<file path="src/rtl/fifo_stream_reader.sv">
// fifo_stream_reader: drains a FIFO read port into a burst-framed valid/ready stream.
// Define FIFO_STREAM_READER_STATS_EN to add the word_count/burst_count outputs.
module fifo_stream_reader #(
    parameter int WIDTH     = 8,
    parameter int BURST_LEN = 4
) (
    input  logic             clk,
    input  logic             reset,
    input  logic             fifo_empty,
    output logic             fifo_read_request,
    input  logic [WIDTH-1:0] fifo_data,
    output logic             out_valid,
    input  logic             out_ready,
    output logic [WIDTH-1:0] out_data,
    output logic             out_last
`ifdef FIFO_STREAM_READER_STATS_EN
    ,
    output logic [31:0]      word_count,
    output logic [15:0]      burst_count
`endif
);
    localparam int BW = (BURST_LEN > 1) ? $clog2(BURST_LEN) : 1;
    localparam logic [BW-1:0] LAST_BEAT = BW'(BURST_LEN - 1);

    logic [1:0]       occ;
    logic             inflight;
    logic [WIDTH-1:0] head;
    logic [WIDTH-1:0] tail;
    logic [BW-1:0]    beat;
    logic             pop;
    logic [2:0]       occ_nxt;
    logic [1:0]       kept;

    assign out_valid         = occ != 2'd0;
    assign out_data          = head;
    assign out_last          = out_valid && beat == LAST_BEAT;
    assign pop               = out_valid && out_ready;
    assign occ_nxt           = {1'b0, occ} + {2'b0, inflight} - {2'b0, pop};
    assign kept              = occ - {1'b0, pop};
    assign fifo_read_request = !fifo_empty && occ_nxt < 3'd2;

    // two-entry buffer: pop shifts tail to head, arriving data lands in the first free slot
    always_ff @(posedge clk or posedge reset) begin
        if (reset) begin
            occ      <= '0;
            inflight <= 1'b0;
            head     <= '0;
            tail     <= '0;
            beat     <= '0;
        end else begin
            occ      <= occ_nxt[1:0];
            inflight <= fifo_read_request;
            head     <= (inflight && kept == 2'd0) ? fifo_data : (pop ? tail : head);
            tail     <= (inflight && kept == 2'd1) ? fifo_data : tail;
            if (pop)
                beat <= out_last ? '0 : beat + BW'(1);
        end
    end

`ifdef FIFO_STREAM_READER_STATS_EN
    // accepted beat and completed burst counters
    always_ff @(posedge clk or posedge reset) begin
        if (reset) begin
            word_count  <= '0;
            burst_count <= '0;
        end else if (pop) begin
            word_count  <= word_count + 32'd1;
            burst_count <= burst_count + {15'd0, out_last};
        end
    end
`endif
endmodule
</file>
<file path="config.mk">
export PLATFORM = sky130hd
export DESIGN_NAME = fifo_stream_reader
export DESIGN_NICKNAME = d
export VERILOG_FILES = /design/src/rtl/fifo_stream_reader.sv
export SDC_FILE = /design/constraint.sdc
export NUM_CORES = 1
export LEC_CHECK = 0
export CORE_ASPECT_RATIO = 1.25
export CORE_MARGIN = 2
export CORE_UTILIZATION = 40
export CTS_CLUSTER_SIZE = 30
export DETAILED_ROUTE_END_ITERATION = 16
export MAX_ROUTING_LAYER = met4
export PLACE_DENSITY = 0.67
export RECOVER_POWER = 50
export SYNTH_ARGS = -nofsm -noshare
export SYNTH_HDL_FRONTEND = slang
export SYNTH_SLANG_ARGS = --single-unit
</file>
<file path="constraint.sdc">
create_clock -name clk -period 2 [get_ports clk]
set_clock_uncertainty 0.05 [all_clocks]
set_input_delay 0.2 -clock clk [delete_from_list [all_inputs] [get_ports clk]]
set_output_delay 0.2 -clock clk [all_outputs]
set_load 0.02 [all_outputs]
</file>
==> impl.org <==
** Synth
- Summed over all instances, the cell type with the most area after synthesis is sky130_fd_sc_hd__dfrtp_1.
- Commonest cells in the synthesized netlist :: 21 x sky130_fd_sc_hd__dfrtp_1, 19 x sky130_fd_sc_hd__mux2_2, 5 x sky130_fd_sc_hd__mux2_4
- Sequential element share of the synthesized area :: 0.526
- The number of nets in the synthesized netlist is 82.
- Average cell area after synthesis :: 14.9 sq um
- In this run the cell area of the synthesized design comes to 1000 sq um.
- In the synthesized netlist the dominant register cell turns out to be sky130_fd_sc_hd__dfrtp_1.
- Distinct cells, synth :: 19
- Most common cell in the synthesized netlist :: sky130_fd_sc_hd__dfrtp_1
- Yosys attributes the largest share of cell area to sky130_fd_sc_hd__dfrtp_1 53%, sky130_fd_sc_hd__mux2_2 21%, sky130_fd_sc_hd__mux2_4 7.5%, sky130_fd_sc_hd__ha_1 2.5%, sky130_fd_sc_hd__a31oi_4 2.1%.
- Count of yosys warnings during synthesis :: 0
- In the synthesized netlist the async set-or-reset flop fraction comes to 1.00.
- Synth Instances :: between 60 and 70
- EDFF count, synth :: 0
- Seq cells post-synth :: 21
- Top cell type's share of synthesized area :: 0.526

** Clocking
- The tree is rooted in a sky130_fd_sc_hd__clkbuf_4.
- TritonCTS created 3 clock buffers.
- Clock tree from TritonCTS :: yes
- Counting every sink on the clock net gives 21.
- CTS built an H-tree with a depth of 1.
- After clock tree synthesis, the clock-pin slew on the worst setup and hold paths is ~0.11 ns.
- Clock network latency to the later pin of the worst-skew pair :: approximately 0.3 ns
- The longest clock path from root to sink contains 2 buffers.
- Hold buffer count at CTS :: 0

** Critical path
- Critical Setup Path Class :: reg2out
- Crit path cell chain :: o21ai_2 -> buf_4 -> nand2_2 -> nand2_2 -> ha_4 -> fa_2 -> nor3_4 -> buf_6
- The largest single stage delay on the critical path is 0.45 ns.
- Gate family responsible for the most delay along the worst path :: adder cells
- For this design, the slowest cell found on the critical path is sky130_fd_sc_hd__fa_2.
- Data required time at the worst endpoint :: 1.75 ns
- The critical path contains buffers and inverters numbering 2 combined.
- The startpoint identified for the worst register-to-register timing path is occ[1]$_DFF_PP0_.
- At the worst endpoint, the arrival time is 2.04 ns.
- By instance count, the cell type seen most on the critical path is sky130_fd_sc_hd__nand2_2.
- Type of destination of the critical path :: output port
- Across all register-to-register paths, the minimum setup slack is 0.17 ns.
- Along the worst path, the maximum fanout reaches 2.
- STA classifies the critical path startpoint as a flip-flop.
- The number of cells on the worst reg-to-reg path is 8.
- Capturing point of the worst reg2reg path :: inflight$_DFF_PP0_

** Min path
- The worst hold path terminates at tail[6]$_DFFE_PP0P_.
- In this run the most critical hold path is launched from tail[6]$_DFFE_PP0P_.
- The worst hold path belongs to the class reg2reg.
- Hold path depth :: 1

** Layout
- The layout has about 220 filler cells.
- In the final design database the tool counted 121 nets.
- The finished cells cover 1410 sq um.
- Post-layout utilization of the core :: 0.588
- 0 antenna diodes ended up in the layout.
- The area growth from synthesis to layout is 41.2%.
- Of the cells placed in the final design, the portion with a size suffix greater than 1 is 0.476.

** Place
- Prior to clock tree synthesis, the placed netlist has a worst setup slack of -0.788 ns.
- Placed wire-length estimate after detailed placement :: 1290 um
- Count of input and output buffers :: 22
- GPL Wtd Cong :: 0.782
- In this run the cell area measured after placement is about 1300 sq um.

** Job
- Max-cap violations in this run came to 0.

** Timing
- Total count of max-transition violations in the final report :: 0
- Clock period minus final worst setup slack :: 2.29 ns
- Unrepaired setup endpoints after global routing :: yes
- Setup-violating endpoint count in the final report :: 1
- Worst slew margin relative to its limit :: 0.252
- Hold violation count in the final report :: 0
- For the pin with the worst max-slew slack, the measured transition is 1.12 ns.
- Post-route setup slack :: -0.288 ns
- Fraction of the cycle the final worst path needs :: 1.14
- Maximum frequency from static timing analysis :: 437 MHz

** Route
- Detail Route met3 WL :: 70 um
- The first routing iteration left 5 violations.
- The final route contains about 660 vias.
- The detail route stage leaves a number of antenna-violating nets equal to 0.
- In the routed layout, each cell is associated on average with a via count of between 4 and 5.
- Met2 layer wire length in the routed design :: 921 um
- The highest layer touched by signal routing is met4.
- Detailed-routing wirelength on met1 :: 732 um
- DR WL/cell :: 12.6 um
- The pre-antenna-repair detailed-routing pass consisted of 3 iterations.
- Final routed DRC violation total :: 0
- The routed design has around 1700 um of wire.

** Global routing
- Global routing finished with a remaining overflow of 0.
- In the global route stage, overall resource usage came out at 0.142.
- Maximum number of pins on one net before global-route repair :: 22
- Vias in the first global route :: between 600 and 700
- The initial antenna violation count was 0.
- The first global-routing pass estimated 2990 um of wire.

** Die
- Die area :: just under 3000 sq um
- IO Pins :: 23
- For this configuration, the core starts out at a cell density of 0.416.
- The region available for standard cell placement spans 2400 sq um.
- The die is 59.9 um tall.
- Die X :: roughly 49 um
- Number of placement rows :: 20

** Status
- Violations in the final reports :: negative setup slack
- Outcome :: complete, but fails checks

** Pwr
- Leakage dissipation :: 0.653 nW
- Max rail drop VDD :: around 820 uV
- Total design power :: 2.15 mW
- Power density of the placed cells :: 1520 nW/um^2
[worst max path at each step]
stage	from	to	slack, ns	cells past startpoint
global placement	out_ready	fifo_read_request	-0.74	8
finish	occ[1]$_DFF_PP0_	fifo_read_request	-0.29	8
CTS	occ[0]$_DFF_PP0_	fifo_read_request	-0.36	7
global route	occ[1]$_DFF_PP0_	fifo_read_request	-0.40	8
detailed placement	out_ready	fifo_read_request	-0.79	8
floorplan	occ[0]$_DFF_PP0_	fifo_read_request	-0.18	7
[registers in the layout, indices dropped and copies added (netlist names)]
| register | count |
|---|---|
| occ | 2 |
| out_data | 8 |
| tail | 8 |
| beat | 2 |
| inflight | 1 |
[report_power, final]
part,internal (mW),switching (mW)
clock network,0.0745,0.125
registers,0.633,0.104
logic,0.708,0.506
total,1.42,0.734
[metrics by stage]
step	TNS (ns)	cells	hold WS, ns
floorplan	-0.273	67	0.127
global route	-0.402	138	0.471
finish	-0.288	138	0.452
CTS	-0.365	138	0.174
global placement	-0.746	131	0.424
detailed placement	-0.839	131	0.432
[timing repair]
action                                  in CTS  in global routing
gates resized for setup                      9                  4
setup buffers                                3                  1
endpoints found under the setup margin       2                  3
pin swaps                                    5                  3
hold endpoints to repair                     0                  0
gates cloned                                 0                  0
[placed cells by master, fill, tap and decap left out, drive strengths merged]
master,Yosys,layout
dlygate4sd2,0,1
dlygate4sd3,0,3
fa,1,1
or2,1,1
clkdlybuf4s50,0,16
nand2,3,3
o21ai,1,1
buf,1,12
clkinv,0,1
nor2,1,1
a31oi,1,1
xnor2,1,1
and4b,1,1
a21o,1,1
mux2,25,25
inv,3,3
dfrtp,21,21
o211ai,1,1
clkbuf,0,5
and2,1,1
nor3,2,2
ha,2,2
dlymetal6s2s,0,1
[routing by layer]
layer / up-vias / global-route usage
li1: 315 / -
met1: 331 / 0.162
met2: 11 / 0.241
met3: 2 / 0.0225
met4: 0 / 0.0857
met5: - / -
[final cells by class]
class                   count  area, sq um  area share
flip-flops and latches     21          526       0.372
multi-input cells          42          493       0.349
repair buffers             35          313       0.222
well taps                  33         41.3      0.0293
clock buffers               3         22.5      0.0160
inverters                   3         11.3     0.00798
clock inverters             1         5.00     0.00355
[cell families (layout without fill, tap and decap cells)]
logic type | after synthesis | in the layout | synth area share
xor gates and xnor gates | 1 | 1 | 0.00876
muxes | 25 | 25 | 0.300
DFF | 21 | 21 | 0.526
adders and majority gates | 3 | 3 | 0.0451
and+or+nand+nor | 9 | 9 | 0.0476
AOI/OAI and AO/OA | 4 | 4 | 0.0501
buffers and inverters | 4 | 42 | 0.0225
No activity file was read; power rests on OpenSTA's default activity.
